==> src/rtl/ahb_bus_arbiter_if.sv <==
// Arbitration-side AHB signal bundle: requests and transfer status in, grant and
// address-phase ownership out.
interface ahb_bus_arbiter_if #(
  parameter int unsigned NUM_MASTERS = 4
);
  localparam int unsigned IDX_W = $clog2(NUM_MASTERS);

  logic [NUM_MASTERS-1:0] HBUSREQ;
  logic [NUM_MASTERS-1:0] HLOCK;
  logic [1:0]             HTRANS;
  logic                   HREADY;
  logic [NUM_MASTERS-1:0] HGRANT;
  logic [IDX_W-1:0]       HMASTER;
  logic                   HMASTLOCK;

  // Requesting/bus side.
  modport master (
    output HBUSREQ, HLOCK, HTRANS, HREADY,
    input  HGRANT, HMASTER, HMASTLOCK
  );

  // Arbiter side.
  modport slave (
    input  HBUSREQ, HLOCK, HTRANS, HREADY,
    output HGRANT, HMASTER, HMASTLOCK
  );
endinterface

==> src/rtl/ahb_bus_arbiter.sv <==
// Round-robin AHB bus arbiter with default-master parking, locked transfers and
// a per-tenure hold limit; every state change is qualified by HREADY.
module ahb_bus_arbiter #(
  parameter int unsigned NUM_MASTERS    = 4,
  parameter int unsigned DEFAULT_MASTER = 0,
  parameter int unsigned MAX_HOLD       = 16
) (
  input  logic             HCLK,
  input  logic             HRESET,
  ahb_bus_arbiter_if.slave bus
);

  localparam int unsigned IDX_W  = $clog2(NUM_MASTERS);
  localparam int unsigned HOLD_W = 5;

  localparam logic [IDX_W-1:0]  DEF_IDX     = IDX_W'(DEFAULT_MASTER);
  localparam logic [HOLD_W-1:0] HOLD_LAST   = HOLD_W'(MAX_HOLD - 1);
  localparam logic [1:0]        HTRANS_BUSY = 2'd1;
  localparam logic [1:0]        HTRANS_SEQ  = 2'd3;

  typedef enum logic [1:0] {
    ST_IDLE   = 2'd0,
    ST_OWNED  = 2'd1,
    ST_LOCKED = 2'd2
  } state_e;

  state_e                 state_q;
  logic [NUM_MASTERS-1:0] grant_q;
  logic [IDX_W-1:0]       owner_q;
  logic [IDX_W-1:0]       ptr_q;
  logic [HOLD_W-1:0]      hold_q;
  logic [IDX_W-1:0]       hmaster_q;
  logic                   hmastlock_q;

  logic [NUM_MASTERS-1:0] lock_req;
  logic [NUM_MASTERS-1:0] other_req;
  logic                   owner_req;
  logic                   owner_lock;
  logic                   in_burst;
  logic                   hold_done;
  logic                   arb_now;
  logic                   rr_found;
  logic [IDX_W-1:0]       rr_winner;
  logic [IDX_W-1:0]       rr_cand;

  function automatic logic [NUM_MASTERS-1:0] onehot(input logic [IDX_W-1:0] idx);
    logic [NUM_MASTERS-1:0] v;
    v      = '0;
    v[idx] = 1'b1;
    return v;
  endfunction

  // A lock request only counts when the same master is also requesting.
  assign lock_req   = bus.HBUSREQ & bus.HLOCK;
  assign other_req  = bus.HBUSREQ & ~grant_q;
  assign owner_req  = bus.HBUSREQ[owner_q];
  assign owner_lock = lock_req[owner_q];
  assign in_burst   = (bus.HTRANS == HTRANS_SEQ) || (bus.HTRANS == HTRANS_BUSY);

  // Tenure is up only at a burst boundary and only if someone else is waiting.
  assign hold_done  = (hold_q == HOLD_LAST) && (|other_req) && !in_burst;

  // First requester found scanning upward from the master after the last owner.
  always_comb begin : rr_search
    rr_found  = 1'b0;
    rr_winner = ptr_q;
    rr_cand   = ptr_q;
    for (int unsigned k = 1; k <= NUM_MASTERS; k++) begin
      rr_cand = IDX_W'((32'(ptr_q) + k) % NUM_MASTERS);
      if (!rr_found && bus.HBUSREQ[rr_cand]) begin
        rr_found  = 1'b1;
        rr_winner = rr_cand;
      end
    end
  end

  always_comb begin : arb_decision
    arb_now = 1'b0;
    case (state_q)
      ST_IDLE:  arb_now = 1'b1;
      ST_OWNED: arb_now = !owner_req || hold_done;
      default:  arb_now = 1'b0;
    endcase
  end

  always_ff @(posedge HCLK or posedge HRESET) begin : fsm
    if (HRESET) begin
      state_q     <= ST_IDLE;
      grant_q     <= onehot(DEF_IDX);
      owner_q     <= DEF_IDX;
      ptr_q       <= DEF_IDX;
      hold_q      <= '0;
      hmaster_q   <= DEF_IDX;
      hmastlock_q <= 1'b0;
    end else if (bus.HREADY) begin
      // Address phase trails the grant by one completed transfer.
      hmaster_q   <= owner_q;
      hmastlock_q <= owner_lock;
      if (arb_now && rr_found) begin
        grant_q <= onehot(rr_winner);
        owner_q <= rr_winner;
        ptr_q   <= rr_winner;
        hold_q  <= '0;
        state_q <= lock_req[rr_winner] ? ST_LOCKED : ST_OWNED;
      end else if (arb_now) begin
        grant_q <= onehot(DEF_IDX);
        owner_q <= DEF_IDX;
        hold_q  <= '0;
        state_q <= ST_IDLE;
      end else begin
        case (state_q)
          ST_OWNED: begin
            if (hold_q != HOLD_LAST) begin
              hold_q <= hold_q + HOLD_W'(1);
            end
          end
          ST_LOCKED: begin
            // Keep the grant through the last locked data phase; the locked
            // tenure already used up its share, so hand over at the next boundary.
            if (!owner_lock) begin
              state_q <= ST_OWNED;
              hold_q  <= HOLD_LAST;
            end
          end
          default: state_q <= ST_IDLE;
        endcase
      end
    end
  end

  assign bus.HGRANT    = grant_q;
  assign bus.HMASTER   = hmaster_q;
  assign bus.HMASTLOCK = hmastlock_q;

endmodule

==> src/flat_wrapper.sv <==
// flat-port wrapper written by rule: the top's interface ports become plain ports
module ahb_bus_arbiter_flat 
#(
  parameter int unsigned NUM_MASTERS    = 4,
  parameter int unsigned DEFAULT_MASTER = 0,
  parameter int unsigned MAX_HOLD       = 16
)
  (HCLK, HRESET, bus_HBUSREQ, bus_HLOCK, bus_HTRANS, bus_HREADY, bus_HGRANT, bus_HMASTER, bus_HMASTLOCK);
  ahb_bus_arbiter_if #(.NUM_MASTERS(NUM_MASTERS)) bus_i ();
  input  logic HCLK;
  input  logic HRESET;
  input wire logic [$bits(bus_i.HBUSREQ)-1:0] bus_HBUSREQ;
  input wire logic [$bits(bus_i.HLOCK)-1:0] bus_HLOCK;
  input wire logic [$bits(bus_i.HTRANS)-1:0] bus_HTRANS;
  input wire logic [$bits(bus_i.HREADY)-1:0] bus_HREADY;
  output wire logic [$bits(bus_i.HGRANT)-1:0] bus_HGRANT;
  output wire logic [$bits(bus_i.HMASTER)-1:0] bus_HMASTER;
  output wire logic [$bits(bus_i.HMASTLOCK)-1:0] bus_HMASTLOCK;
  assign bus_i.HBUSREQ = bus_HBUSREQ;
  assign bus_i.HLOCK = bus_HLOCK;
  assign bus_i.HTRANS = bus_HTRANS;
  assign bus_i.HREADY = bus_HREADY;
  assign bus_HGRANT = bus_i.HGRANT;
  assign bus_HMASTER = bus_i.HMASTER;
  assign bus_HMASTLOCK = bus_i.HMASTLOCK;
  ahb_bus_arbiter #(.NUM_MASTERS(NUM_MASTERS), .DEFAULT_MASTER(DEFAULT_MASTER), .MAX_HOLD(MAX_HOLD)) u_core (.HCLK(HCLK), .HRESET(HRESET), .bus(bus_i));
endmodule
==> config.mk <==
export PLATFORM = sky130hd
export DESIGN_NAME = ahb_bus_arbiter_flat
export DESIGN_NICKNAME = d
export VERILOG_FILES = /design/src/rtl/ahb_bus_arbiter_if.sv /design/src/rtl/ahb_bus_arbiter.sv /design/src/flat_wrapper.sv
export SDC_FILE = /design/constraint.sdc
export NUM_CORES = 1
export LEC_CHECK = 0
export CORE_MARGIN = 2
export CORE_UTILIZATION = 40
export CTS_CLUSTER_SIZE = 14
export DETAILED_ROUTE_END_ITERATION = 6
export HOLD_SLACK_MARGIN = 0.12
export PLACE_DENSITY = 0.63
export SYNTH_ARGS = -nofsm -noshare
export SYNTH_HDL_FRONTEND = slang
export SYNTH_SLANG_ARGS = --single-unit
export TNS_END_PERCENT = 100
==> constraint.sdc <==
create_clock -name HCLK -period 3.7 [get_ports HCLK]
set_clock_uncertainty 0.15 [all_clocks]
set_input_delay 1.11 -clock HCLK [delete_from_list [all_inputs] [get_ports HCLK]]
set_output_delay 1.11 -clock HCLK [all_outputs]
set_load 0.01 [all_outputs]
==> Implementation_results.wiki <==
{| class="wikitable"
! Metric !! Value
|-
| Period utilisation layout || 0.851
|-
| Buffers inserted during post-CTS setup optimization || 0
|-
| Peak VDD IR || 429 uV
|-
| Core Region || 2730 um^2
|-
| Sequential fraction of design power || 0.380
|-
| Number of enable-type register cells in the synthesized netlist || 0
|-
| Type of the worst setup path || input port to flip-flop
|-
| Vert. Die Dim || 57.4 um
|-
| Final routed DRC violation total || 0
|-
| Gp weighted congestion || ~0.84
|-
| Via count || 940
|-
| Number of failing hold endpoints at the final stage || 0
|-
| Number of max-slew violations in the final report || 0
|-
| Starting density of the core || 0.418
|-
| Flop2flop setup slack || 1360 ps
|-
| Setup-violating endpoint count in the final report || 0
|-
| WL/cell || 15.7 um
|-
| Nets in the synthesized netlist || 130
|-
| First-pass GRT wire length || 4350 um
|-
| HPWL after detailed placement || just under 2000 um
|-
| Slew margin rel. || 0.523
|-
| Overflow after GRT || 0
|-
| Share of async-settable or async-resettable flops after synthesis || 1.00
|-
| Port buffer count || 18
|-
| Class of the tightest hold or removal check || flip-flop to flip-flop
|-
| CTS root buf || sky130_fd_sc_hd__clkbuf_4
|-
| Row cnt || 19
|-
| Critical-path maximum fanout || 8
|-
| Worst-case hold slack || 371 ps
|-
| Post-Syn Area || 1140 um^2
|-
| Pin count of the biggest net entering global routing || 19
|-
| Min cycle time layout || about 3200 ps
|-
| Width of the die || 57.4 um
|-
| Clock tree sinks || 18
|-
| Part of the total power dissipated in the clock network || 0.122
|-
| Area fraction of the dominant cell type after synthesis || 0.372
|-
| Status || finished, final reports clean
|-
| Leading cell types in the layout, fill and taps excluded || 18 x sky130_fd_sc_hd__clkdlybuf4s50_1, 17 x sky130_fd_sc_hd__dfrtp_1, 8 x sky130_fd_sc_hd__a21oi_1, 8 x sky130_fd_sc_hd__nand2_1, 7 x sky130_fd_sc_hd__nor2_1
|-
| Area growth, synth to finish || 21.4%
|-
| Fraction of power consumed by combinational cells || 0.498
|-
| Later-pin clock latency in the skew report || 290 ps
|-
| Number of buffers added to fix hold violations after cts || 0
|-
| Net switching power figure || 0.000404 W
|-
| CTS tree || done
|-
| Count of unique library cells instantiated by Yosys || 46
|-
| Nets || 151
|-
| Number of diodes || 0
|-
| Crit path from || bus_HBUSREQ[3]
|-
| Per-instance average area after synthesis || approximately 9.9 um^2
|-
| Worst Setup End Kind || flip-flop
|-
| Maximum operating frequency || 317 MHz
|-
| Path depth of the worst reg2reg path || 8
|-
| Clock buffers created by TritonCTS || 3
|-
| Initial DRC count || 28
|-
| Number of buffers between clock root and the deepest sink || 2
|-
| Vias per std cell || 5.66
|-
| Total negative slack || 0 ps
|-
| RSZ-0062 raised after global routing || false
|-
| H-Tree Level Count || 1
|-
| Worst slew pin tran || 714 ps
|-
| Vias in the first global route || 926
|-
| Power Density || 732 nW/um^2
|-
| Startpoint of the worst-slack reg-to-reg timing path || u_core.hold_q[0]
|-
| DIE AREA || 3300 um^2
|-
| Routed Antenna Nets || 0
|-
| Number of warnings reported in the yosys synthesis log || 0
|-
| Worst flop-to-flop path endpoint || u_core.hold_q[3]
|-
| Leakage power total || 0.579 nW
|-
| Hold Crit Depth || 1
|-
| Data arrival, critical path || 3240 ps
|-
| Setup slack after placement || ~260 ps
|-
| Register bit count reported by yosys || 18
|-
| Data required time of the critical path || between 3000 and 4000 ps
|-
| Main area contributors after synthesis || sky130_fd_sc_hd__dfrtp_1 37%, sky130_fd_sc_hd__a21oi_1 3.5%, sky130_fd_sc_hd__nand2b_1 3.3%
|-
| Number of max-capacitance violations reported || 0
|-
| Synthesized instance count || approximately 120
|-
| Worst setup path end || u_core.bus.HGRANT[1]
|-
| Critical path launch point type || input port
|-
| Leading cell type in the layout, fill and taps excluded || sky130_fd_sc_hd__clkdlybuf4s50_1
|-
| Overall global routing resource usage || 0.167
|-
| Resized Gates After CTS || 0
|-
| CTS clock-pin slew for the worst setup and hold paths || 110 ps
|-
| Top Ports || 20
|-
| Ys flop type || sky130_fd_sc_hd__dfrtp_1
|-
| First-pass DRT Iterations || 4
|-
| Antenna violations before repair || 0
|-
| Share of total power consumed by net switching || 0.398
|-
| Final routed wirelength across all metal layers || between 2000 and 3000 um
|-
| Share of cells above drive strength 1 || 0.156
|-
| Sequential share of the synthesized area || 0.395
|-
| Internal power || 0.000611 W
|-
| Biggest area consumer among synthesized cells || sky130_fd_sc_hd__dfrtp_1
|-
| Minimum setup slack in the final design || 550 ps
|}
cells in the mapped netlist, drive strengths merged, types with 2 or more instances:
cell type / instances
dfrtp: 17
a21oi: 10
nand2: 9
nor2: 9
a21o: 6
inv: 6
nand2b: 6
nor2b: 5
nand3: 4
o21ai: 4
mux2: 3
a22o: 2
clkbuf: 2
ha: 2
mux2i: 2
mux4: 2
nor4: 2
o2111ai: 2
logic make-up (layout without fill, tap and decap cells):
family                   count (synthesis)  in the layout  synth area share
AO/OA/AOI/OAI                           38             38             0.257
AND/OR/NAND/NOR                         41             41             0.199
multiplexers                             7              7            0.0898
buffers and inverters                    9             29            0.0361
adder cells (fa/ha/maj)                  2              2            0.0219
flip-flops                              18             18             0.395
cell type report:
type | count | area [um^2]
fill | 260 | 1350
multi-input combinational | 88 | 649
sequential | 18 | 452
timing repair buffer | 19 | 188
tap | 31 | 38.8
clock buffer | 4 | 36.3
inverter | 6 | 22.5
how the worst min path moves through the flow:
| stage | from | end |
|---|---|---|
| 3_3_place_gp | u_core.bus.HMASTER[0] | u_core.bus.HMASTER[0] |
| 6_report | u_core.bus.HMASTER[0] | u_core.bus.HMASTER[0] |
| 5_1_grt | u_core.bus.HMASTER[0] | u_core.bus.HMASTER[0] |
| 4_1_cts | u_core.bus.HMASTER[0] | u_core.bus.HMASTER[0] |
| 2_1_floorplan | u_core.ptr_q[0] | u_core.ptr_q[0] |
| 3_5_place_dp | u_core.bus.HMASTER[0] | u_core.bus.HMASTER[0] |
through the flow:
| step | total power, W | instances | area [um^2] | utilization |
|---|---|---|---|---|
| after floorplan | 0.000727 | 115 | 1140 | - |
| after global placement | 0.000886 | 162 | 1350 | 0.494 |
| after detailed placement | 0.000893 | 162 | 1350 | 0.494 |
| after CTS | 0.00102 | 166 | 1390 | 0.507 |
| after global routing | 0.00110 | 166 | 1390 | 0.507 |
| final | 0.00102 | 166 | 1390 | 0.507 |
power groups by stage:
stage               Combinational [W]  Clock [W]  Sequential [W]
CTS                          0.000507   0.000129        0.000384
finish                       0.000506   0.000124        0.000386
global route                 0.000557   0.000136        0.000402
floorplan                    0.000353          0        0.000373
detailed placement           0.000504          0        0.000389
global placement             0.000498          0        0.000388
metal layers:
| metal | part of all wire | track usage | vias to the layer above |
|---|---|---|---|
| li1 | - | - | 470 |
| met1 | 0.49 | 0.240 | 448 |
| met2 | 0.47 | 0.265 | 20 |
| met3 | 0.025 | 0.0227 | 2 |
| met4 | 0.0058 | 0.0465 | 0 |
| met5 | 0 | 0 | - |
sequential cells by signal (all words and copies together), names as in the netlist:
name,count
u_core.hold_q,5
u_core.bus.HGRANT,4
u_core.bus.HMASTER,2
u_core.owner_q,2
u_core.ptr_q,2
u_core.state_q,2
u_core.bus.HMASTLOCK,1
critical path, cell delays in order:
cell	delay, ps
sky130_fd_sc_hd__clkdlybuf4s50_1	530
sky130_fd_sc_hd__mux4_2	550
sky130_fd_sc_hd__nand2_2	120
sky130_fd_sc_hd__a21oi_2	50
sky130_fd_sc_hd__or3_1	530
sky130_fd_sc_hd__nor2_4	200
sky130_fd_sc_hd__a22o_1	140
Power figures use the tool's default switching activity.
